### src/rtl/bf_loader_if.sv
// Bus between the program loader and its surroundings: control inputs,
// ROM address/data pair, and the front-panel strobe/switch outputs.
interface bf_loader_if #(
    parameter int AW = 6
);
    logic          start;
    logic [AW-1:0] len;
    logic          stop;
    logic [AW-1:0] prog_addr;
    logic [2:0]    prog_data;
    logic          push;
    logic [7:0]    sw;
    logic          busy;
    logic          done;

    modport master (
        output start, len, stop, prog_data,
        input  prog_addr, push, sw, busy, done
    );

    modport slave (
        input  start, len, stop, prog_data,
        output prog_addr, push, sw, busy, done
    );
endinterface

### src/rtl/bf_loader.sv
// Feeds opcodes from a program ROM into the des3 front panel as push strobes,
// then raises the run switch until told to stop. Every output is a register.
module bf_loader #(
    parameter int SETUP  = 1,
    parameter int PUSH_W = 1,
    parameter int AW     = 6
) (
    input  logic       clk,
    input  logic       rst,
    bf_loader_if.slave bus
);

    localparam int CMAX = (SETUP > PUSH_W) ? SETUP : PUSH_W;
    localparam int CW   = $clog2(CMAX + 1);
    localparam logic [CW-1:0] SETUP_LAST = CW'(SETUP - 1);
    localparam logic [CW-1:0] PUSH_LAST  = CW'(PUSH_W - 1);

    typedef enum logic [2:0] {
        IDLE  = 3'd0,
        FETCH = 3'd1,
        SETUP_ST = 3'd2,
        PHI   = 3'd3,
        PLO   = 3'd4,
        RUN   = 3'd5
    } state_t;

    state_t        state, state_n;
    logic [CW-1:0] cnt, cnt_n;
    logic [AW-1:0] idx, idx_n;
    logic [AW-1:0] n, n_n;
    logic [AW-1:0] addr, addr_n;
    logic [2:0]    op, op_n;
    logic          run, run_n;
    logic          push, push_n;
    logic          done, done_n;
    logic          busy, busy_n;

    always_ff @(posedge clk) begin
        if (rst) begin
            state <= IDLE;
            cnt   <= '0;
            idx   <= '0;
            n     <= '0;
            addr  <= '0;
            op    <= '0;
            run   <= 1'b0;
            push  <= 1'b0;
            done  <= 1'b0;
            busy  <= 1'b0;
        end else begin
            state <= state_n;
            cnt   <= cnt_n;
            idx   <= idx_n;
            n     <= n_n;
            addr  <= addr_n;
            op    <= op_n;
            run   <= run_n;
            push  <= push_n;
            done  <= done_n;
            busy  <= busy_n;
        end
    end

    // Next values are computed for the registers themselves, so each output
    // changes exactly on the edge that enters the corresponding state.
    always_comb begin
        state_n = state;
        cnt_n   = cnt;
        idx_n   = idx;
        n_n     = n;
        addr_n  = addr;
        op_n    = op;
        run_n   = run;
        push_n  = 1'b0;
        done_n  = 1'b0;
        busy_n  = 1'b1;

        unique case (state)
            IDLE: begin
                busy_n = 1'b0;
                if (bus.start) begin
                    busy_n = 1'b1;
                    if (bus.len != '0) begin
                        state_n = FETCH;
                        idx_n   = '0;
                        addr_n  = '0;
                        n_n     = bus.len;
                    end else begin
                        state_n = RUN;
                        run_n   = 1'b1;
                        done_n  = 1'b1;
                    end
                end
            end
            FETCH: begin
                op_n    = bus.prog_data;
                cnt_n   = SETUP_LAST;
                state_n = SETUP_ST;
            end
            SETUP_ST: begin
                if (cnt == '0) begin
                    state_n = PHI;
                    push_n  = 1'b1;
                    cnt_n   = PUSH_LAST;
                end else begin
                    cnt_n = cnt - CW'(1);
                end
            end
            PHI: begin
                push_n = 1'b1;
                if (cnt == '0) begin
                    push_n  = 1'b0;
                    state_n = PLO;
                    cnt_n   = PUSH_LAST;
                end else begin
                    cnt_n = cnt - CW'(1);
                end
            end
            PLO: begin
                if (cnt == '0) begin
                    if (idx == n - AW'(1)) begin
                        state_n = RUN;
                        run_n   = 1'b1;
                        done_n  = 1'b1;
                    end else begin
                        idx_n   = idx + AW'(1);
                        addr_n  = idx + AW'(1);
                        state_n = FETCH;
                    end
                end else begin
                    cnt_n = cnt - CW'(1);
                end
            end
            RUN: begin
                if (bus.stop) begin
                    state_n = IDLE;
                    run_n   = 1'b0;
                    busy_n  = 1'b0;
                end
            end
            default: begin
                state_n = IDLE;
                busy_n  = 1'b0;
            end
        endcase
    end

    assign bus.prog_addr = addr;
    assign bus.push      = push;
    assign bus.sw        = {run, 4'b0000, op};
    assign bus.busy      = busy;
    assign bus.done      = done;

endmodule

### src/flat_wrapper.sv
// flat-port wrapper written by rule: the top's interface ports become plain ports
module bf_loader_flat 
#(
    parameter int SETUP  = 1,
    parameter int PUSH_W = 1,
    parameter int AW     = 6
)
  (clk, rst, bus_start, bus_len, bus_stop, bus_prog_data, bus_prog_addr, bus_push, bus_sw, bus_busy, bus_done);
  bf_loader_if #(.AW(AW)) bus_i ();
  input  logic clk;
  input  logic rst;
  input wire logic [$bits(bus_i.start)-1:0] bus_start;
  input wire logic [$bits(bus_i.len)-1:0] bus_len;
  input wire logic [$bits(bus_i.stop)-1:0] bus_stop;
  input wire logic [$bits(bus_i.prog_data)-1:0] bus_prog_data;
  output wire logic [$bits(bus_i.prog_addr)-1:0] bus_prog_addr;
  output wire logic [$bits(bus_i.push)-1:0] bus_push;
  output wire logic [$bits(bus_i.sw)-1:0] bus_sw;
  output wire logic [$bits(bus_i.busy)-1:0] bus_busy;
  output wire logic [$bits(bus_i.done)-1:0] bus_done;
  assign bus_i.start = bus_start;
  assign bus_i.len = bus_len;
  assign bus_i.stop = bus_stop;
  assign bus_i.prog_data = bus_prog_data;
  assign bus_prog_addr = bus_i.prog_addr;
  assign bus_push = bus_i.push;
  assign bus_sw = bus_i.sw;
  assign bus_busy = bus_i.busy;
  assign bus_done = bus_i.done;
  bf_loader #(.SETUP(SETUP), .PUSH_W(PUSH_W), .AW(AW)) u_core (.clk(clk), .rst(rst), .bus(bus_i));
endmodule
### config.mk
export PLATFORM = sky130hd
export DESIGN_NAME = bf_loader_flat
export DESIGN_NICKNAME = d
export VERILOG_FILES = /design/src/rtl/bf_loader_if.sv /design/src/rtl/bf_loader.sv /design/src/flat_wrapper.sv
export SDC_FILE = /design/constraint.sdc
export NUM_CORES = 1
export LEC_CHECK = 0
export CAP_MARGIN = 20
export CORE_MARGIN = 2
export CORE_UTILIZATION = 50
export DETAILED_ROUTE_END_ITERATION = 7
export PLACE_DENSITY_LB_ADDON = 0.1
export SETUP_SLACK_MARGIN = 0.2
export SYNTH_ARGS = -nofsm -noshare
export SYNTH_HDL_FRONTEND = slang
export SYNTH_SLANG_ARGS = --single-unit
export TNS_END_PERCENT = 20
### constraint.sdc
create_clock -name clk -period 6.1 [get_ports clk]
set_clock_uncertainty 0.2 [all_clocks]
set_input_delay 0.61 -clock clk [delete_from_list [all_inputs] [get_ports clk]]
set_output_delay 0.61 -clock clk [all_outputs]
set_load 0.05 [all_outputs]
==> reports/summary.txt, run 1 <==
Tot GR Track Use: 19.74%
Area Growth Syn to Fin: 23.20%
RR Endpoint: u_core.run
Yosys warnings: 0
Final Hold Fails: 0
port bufs: 25
share of async-settable or async-resettable flops after synthesis: 0%
wire length per cell: 12.87 µm
endpoints failing setup: 0
Final nets: 179
PostCTS Resize Cnt: 0
CTS tree: yes
highest clock rate: 0.3797 GHz
first-pass GRT wire length: 3.967 mm
total power: 373.6 µW
number of enable flip-flop cells after synthesis: 0
RSZ-0062 raised after global routing: false
Starting Density: 53.61%
# H-tree levels: 1
Worst EP required: 6.12 ns
share of post-route cells with drive strength above 1: 7.362%
Synth cell types: 41
Core Area: 0.002233 mm²
crit path launch: u_core.n[0]
commonest non-fill, non-tap cell in the layout: clkdlybuf4s50_1
Initial DRC Count: 12
setup bufs post-CTS: 0
Die Area: 0.002802 mm²
worst hold path class: reg -> reg
# IOs: 30
hold slack: 0.2855 ns
#FFs+latches synth: 22
R2R setup slack: 3.47 ns
drt total wl: 2.459 mm
actual slew at the worst max-slew pin: 0.6803 ns
hold bufs inserted after CTS: 0
Max Slew Vio Count: 0
Tcrit/Tclk final: 43.18%
status: finished, final reports clean
ys flop type: dfxtp_1
DR vias/cell: 5.461
CP max stage delay: 0.52 ns
CTS Buf Count: 3
Syn Inst Count: 142
gpl congestion: 0.8504
worst vdd ir: 0.1719 mV
vias in the first global route: 892
crit path cell chain: inv_1, ha_1, xnor2_1, nor4_1, nand3_1, a2111oi_0, o2bb2ai_1
fin worst setup slack: 3.466 ns
crit-path max FO: 4
CP Launch Type: flop
post-synth top area cell: dfxtp_1
Tmin final: 2.634 ns
Fin Setup TNS: 0 ns
R2R cell count: 7
CTS Buffer Depth: 2
Vias: 1,043
Synth Area per Inst: 8.432 µm²
arrival time worst endpoint: 2.65 ns
maxcap violations: 0
Root Buffer Master: clkbuf_4
antenna cells: 0
TritonCTS Sinks: 22
Final Util: 66.05%
worst r2r src: u_core.n[0]
clock slew at reported path FFs: 0.13 ns
post-synthesis sequential area ratio: 36.78%
DRT Pass-1 Iters: 4
largest net degree at the start of global routing: 21
Synth area leaders: dfxtp_1 37%, nor2_1 5.3%, mux2i_1 5.0%, xnor2_1 4.4%, a21oi_1 4.2%
drt drc: 0
Syn Std Cell Area: 0.001197 mm²
Slowest-stage cell, CP: nor4_1
total grt overflow: 0
Final HPWL DP: 1.772 mm
CP endpoint kind: flop
crit path to: u_core.run
Leak: 0.0005455 µW
Die X-Extent: 52.94 µm
WS Path Type: reg -> reg
Yosys top cell area share: 36.78%
DRT antenna net count: 0
most frequent cells in the layout: 25 x clkdlybuf4s50_1, 22 x dfxtp_1, 17 x nor2_1
Core Rows: 17
antenna violations before repair: 0
Pwr Density: 253.2 mW/mm²
Clock Latency Late Sink: 0.32 ns
dpl ws: 2.790 ns
Slew Limit Headroom: 54.50%
Die Ht: 52.94 µm
kinds of logic after synthesis:
logic type | after synthesis | share of synthesized area [%]
simple gates | 52 | 21.32
compound gates | 33 | 19.96
flops | 22 | 36.78
buf+inv | 17 | 7.941
xor+xnor | 9 | 6.583
mux | 6 | 5.016
fa+ha+maj | 2 | 2.090
other cells | 1 | 0.3132
registers in the layout (all words and copies together) (netlist names):
| register | flops |
|---|---|
| u_core.op | 3 |
| u_core.run | 1 |
| u_core.bus.done | 1 |
| u_core.bus.prog_addr | 6 |
| u_core.bus.push | 1 |
| u_core.state | 3 |
| u_core.bus.busy | 1 |
| u_core.n | 6 |
worst max-delay path, delay by kind of cell (launching register included):
family	cells	cell delay [ns]
XOR/XNOR	1	0.13
flip-flops	1	0.40
AO/OA/AOI/OAI	2	0.64
AND/OR/NAND/NOR	2	0.77
adder cells (fa/ha/maj)	1	0.31
buffers and inverters	1	0.08
metal layers:
metal	wire, µm	vias to the layer above	track usage, %
met5	0	-	0
li1	-	532	-
met1	1146	478	26.46
met3	134	4	3.672
met2	1134	29	30.21
met4	43	0	9.829
cell type report:
class / count / area [µm²]
clock inverter: 1 / 30.03
fill: 199 / 758.2
clock buffer: 3 / 22.52
timing repair buffer: 26 / 255.2
tap: 28 / 35.03
inverter: 5 / 18.77
multi-input combinational: 106 / 673.1
sequential: 22 / 440.4
cell usage after synthesis (3+ instances only):
library cell and number:
dfxtp_1 22, nor2_1 17, a21oi_1 10, nand2_1 10, o21ai_0 8, buf_4 6, mux2i_1 6, xnor2_1 6
inv_1 5, nand2b_1 4, nor3_1 4, clkbuf_1 3, nand4_1 3, xor2_1 3
worst min path at each step:
stage,startpoint,endpoint,slack [ns],depth (start not counted)
6_report,u_core.run,u_core.run,0.29,2
5_1_grt,u_core.op[1],u_core.op[1],0.31,2
2_1_floorplan,u_core.run,u_core.run,0.24,2
3_3_place_gp,u_core.run,u_core.run,0.26,2
4_1_cts,u_core.run,u_core.run,0.29,2
3_5_place_dp,u_core.run,u_core.run,0.27,2
where the power goes:
| part | internal, µW | total, µW | switching [µW] |
|---|---|---|---|
| clock | 66.5 | 114 | 47.5 |
| combinational | 39.8 | 96.5 | 56.7 |
| sequential | 153 | 163 | 10.4 |
stage by stage:
step           cells  area, µm²
3_5_place_dp     186       1418
3_3_place_gp     186       1418
4_1_cts          190       1470
5_1_grt          191       1475
6_report         191       1475
2_1_floorplan    145       1209
Note: power is estimated with default switching activity, not from simulation.
==> run 2: changes to the inputs <==
--- a/config.mk
+++ b/config.mk
@@ -7,7 +7,7 @@
 export LEC_CHECK = 0
 export CAP_MARGIN = 20
 export CORE_MARGIN = 2
-export CORE_UTILIZATION = 50
+export CORE_UTILIZATION = 43
 export DETAILED_ROUTE_END_ITERATION = 7
 export PLACE_DENSITY_LB_ADDON = 0.1
 export SETUP_SLACK_MARGIN = 0.2
==> constraint.sdc (replaced) <==
create_clock -name clk -period 2.2 [get_ports clk]
set_clock_uncertainty 0.2 [all_clocks]
set_input_delay 0.22 -clock clk [delete_from_list [all_inputs] [get_ports clk]]
set_output_delay 0.22 -clock clk [all_outputs]
set_load 0.05 [all_outputs]
==> run 2 against run 1 <==
Count of clock-buffer cells in the layout rose by 1. Clock power rose by 99%. Die area is 15% higher. Cell count increased by 9.9%. Core utilization decreased by 2.4 points. Via count grew 7.3%. Hold slack worse by 0.27 ns. Routed wire length grew 16%. Critical path depth stayed put. Sequential share of layout area fell by 3.6 points. Sequential power rose to 2.7 times the previous value. Critical path type unchanged.
==> reports/summary.txt, run 2 (synthesis results as in run 1) <==
status: finished, final reports clean
worst r2r src: u_core.n[1]
crit path to: u_core.bus.prog_addr[3]
post-route design area: 0.001724 mm² (+17%)
drt total wl: 2.844 mm (+16%)
RR Endpoint: u_core.bus.prog_addr[3]
WS Path Type: reg -> reg
RSZ-0062 raised after global routing: true
DP Area: 0.001538 mm² (+8.5%)
R2R cell count: 7 (unchanged)
logic gate share of total power: 34.9% (+9.1 points)
Vias: 1,119 (+7.3%)
DRT Pass-1 Iters: 4 (unchanged)
hold slack: 0.01823 ns (-0.2673 ns)
CP Launch Type: flop
Largest delay share family, worst path: simple AND/OR/NAND/NOR gates
actual slew at the worst max-slew pin: 0.5045 ns (-0.1758 ns)
worst vdd ir: 0.5420 mV (+220%)
sequential cell fraction of total power: 43.2% (-0.5 points)
Core Area: 0.002710 mm² (+21%)
# H-tree levels: 1 (unchanged)
Final Util: 63.62% (-2.4 points)
Worst EP required: 2.21 ns (-3.91 ns)
Slowest-stage cell, CP: or4_4
R2R setup slack: 0.08 ns (-3.38 ns)
Final nets: 195 (+8.9%)
P_int: 687.2 µW (+170%)
most frequent cells in the layout: 20 x clkdlybuf4s50_1, 17 x nor2_1, 14 x buf_4, 14 x dfxtp_1, 10 x nand2_1
CP Depth: 7 (unchanged)
FF+latch area: 452.9 µm² (+2.8%)
Final Hold Fails: 0 (unchanged)
share of total power in the clock network: 21.9% (-8.6 points)
arrival time worst endpoint: 2.13 ns (-0.52 ns)
CTS Buffer Depth: 2 (unchanged)
fraction of power spent switching nets: 33.61% (+3.0 points)
Tot GR Track Use: 18.85% (-0.89 points)
Leak: 0.0007257 µW (+33%)
clock slew at reported path FFs: 0.12 ns (about the same)
total grt overflow: 0 (unchanged)
Die Ht: 56.77 µm (+7.2%)
antenna violations before repair: 0 (unchanged)
largest net degree at the start of global routing: 15 (-29%)
TritonCTS Sinks: 22 (unchanged)
Die X-Extent: 56.77 µm (+7.2%)
DRT antenna net count: 0 (unchanged)
CTS Buf Count: 3 (unchanged)
commonest non-fill, non-tap cell in the layout: clkdlybuf4s50_1
crit path launch: u_core.n[1]
Clock Latency Late Sink: 0.31 ns (about the same)
P_sw: 347.9 µW (+200%)
worst hold path class: in -> reg
Starting Density: 44.18% (-9.4 points)
maxcap violations: 0 (unchanged)
crit path cell chain: or4_4, nor2_4, xnor2_2, a311oi_4, buf_6, nand4_1, mux2i_1
highest clock rate: 0.4722 GHz (+24%)
crit-path max FO: 7 (+3)
Root Buffer Master: clkbuf_4
Pwr Density: 600.4 mW/mm² (+140%)
Non-Filler Instances: 210 (+9.9%)
CP endpoint kind: flop
Slew Limit Headroom: 66.31% (+12 points)
CP max stage delay: 0.55 ns (+0.03 ns)
antenna cells: 0 (unchanged)
CTS tree: yes
Area Growth Syn to Fin: 43.99%
FILL cells: 241 (+21%)
# IOs: 30 (unchanged)
wire length per cell: 13.54 µm (+5.2%)
Final HPWL DP: 2.007 mm (+13%)
Bufs and invs on worst path: 1 (unchanged)
share of post-route cells with drive strength above 1: 26.82% (+19 points)
Multi-input gate area: 775.7 µm² (+15%)
Core Rows: 19 (+2)
Die Area: 0.003223 mm² (+15%)
DR vias/cell: 5.329 (-2.4%)
Max Slew Vio Count: 0 (unchanged)
Initial DRC Count: 34 (+22)
endpoints failing setup: 0 (unchanged)
Tcrit/Tclk final: 96.25% (+53 points)
# placed instances: 198 (+6.5%)
Tmin final: 2.118 ns (-0.5162 ns)
port bufs: 25 (unchanged)
drt drc: 0 (unchanged)
vias in the first global route: 1,099 (+23%)
first-pass GRT wire length: 4.781 mm (+21%)
gpl congestion: 0.7533 (-11%)
==> run 2: cell count changes in the layout (fill, tap and decap cells not counted), moves of 2 or more <==
cell,delta
buf_4,+14
dfxtp_1,-8
a2111oi_4,+2
buf_6,+3
nor4_1,-2
xnor2_1,-2
inv_2,+2
inv_1,-2
dfxtp_2,+7
clkdlybuf4s50_1,-5
dlymetal6s2s_1,+5
xnor2_2,+2
==> run 2: how the worst min path moves through the flow <==
stage,end,startpoint,cells past startpoint,slack [ns]
after floorplan,u_core.op[0],bus_prog_data[0],2,0.16
after detailed placement,u_core.op[0],u_core.op[0],2,0.28
after CTS,u_core.op[0],bus_prog_data[0],3,0.24
after global routing,u_core.n[1],bus_len[1],3,0.02
final,u_core.n[1],bus_len[1],3,0.02
after global placement,u_core.op[0],u_core.op[0],2,0.26
==> run 2: timing repair <==
item,CTS,global route
hold buffers,0,0
gates resized for setup,8,11
pin swaps,7,4
endpoints found under the setup margin,10,19
buffers inserted,6,2
hold endpoints to repair,0,0
==> run 2: layout make-up <==
type	count	area share (%)
repair buffers	42	23.29
inverters	5	1.089
flip-flops and latches	22	26.27
clock buffers	4	2.105
well taps	31	2.250
multi-input cells	106	44.99
==> run 2: metal layers <==
layer / vias up / track usage (%) / part of all wire (%)
met5: - / 0 / 0
met4: 0 / 6.645 / 0.95
met3: 4 / 4.378 / 3.7
met2: 18 / 35.05 / 52
met1: 527 / 20.62 / 43
li1: 570 / - / -
==> run 2: per-stage QoR <==
| step | total power [µW] | worst slack, ns | TNS [ns] |
|---|---|---|---|
| final | 1035 | 0.08243 | 0 |
| after global routing | 1092 | -0.01919 | -0.05160 |
| after global placement | 754.0 | -0.02317 | -0.04038 |
| after detailed placement | 758.4 | -0.1203 | -0.5100 |
| after floorplan | 680.7 | 0.1363 | 0 |
| after CTS | 1027 | 0.09032 | 0 |
==> run 2: power groups by stage <==
stage / Combinational (µW) / Sequential (µW) / Clock, µW
4_1_cts: 347 / 447 / 233
3_5_place_dp: 304 / 455 / 0
6_report: 361 / 447 / 227
2_1_floorplan: 195 / 486 / 0
5_1_grt: 388 / 450 / 254
3_3_place_gp: 301 / 453 / 0
==> run 2: worst min-delay path: stages <==
cell and delay [ns]:
dlymetal6s2s_1 0.13, a21oi_1 0.08, nor2_1 0.08
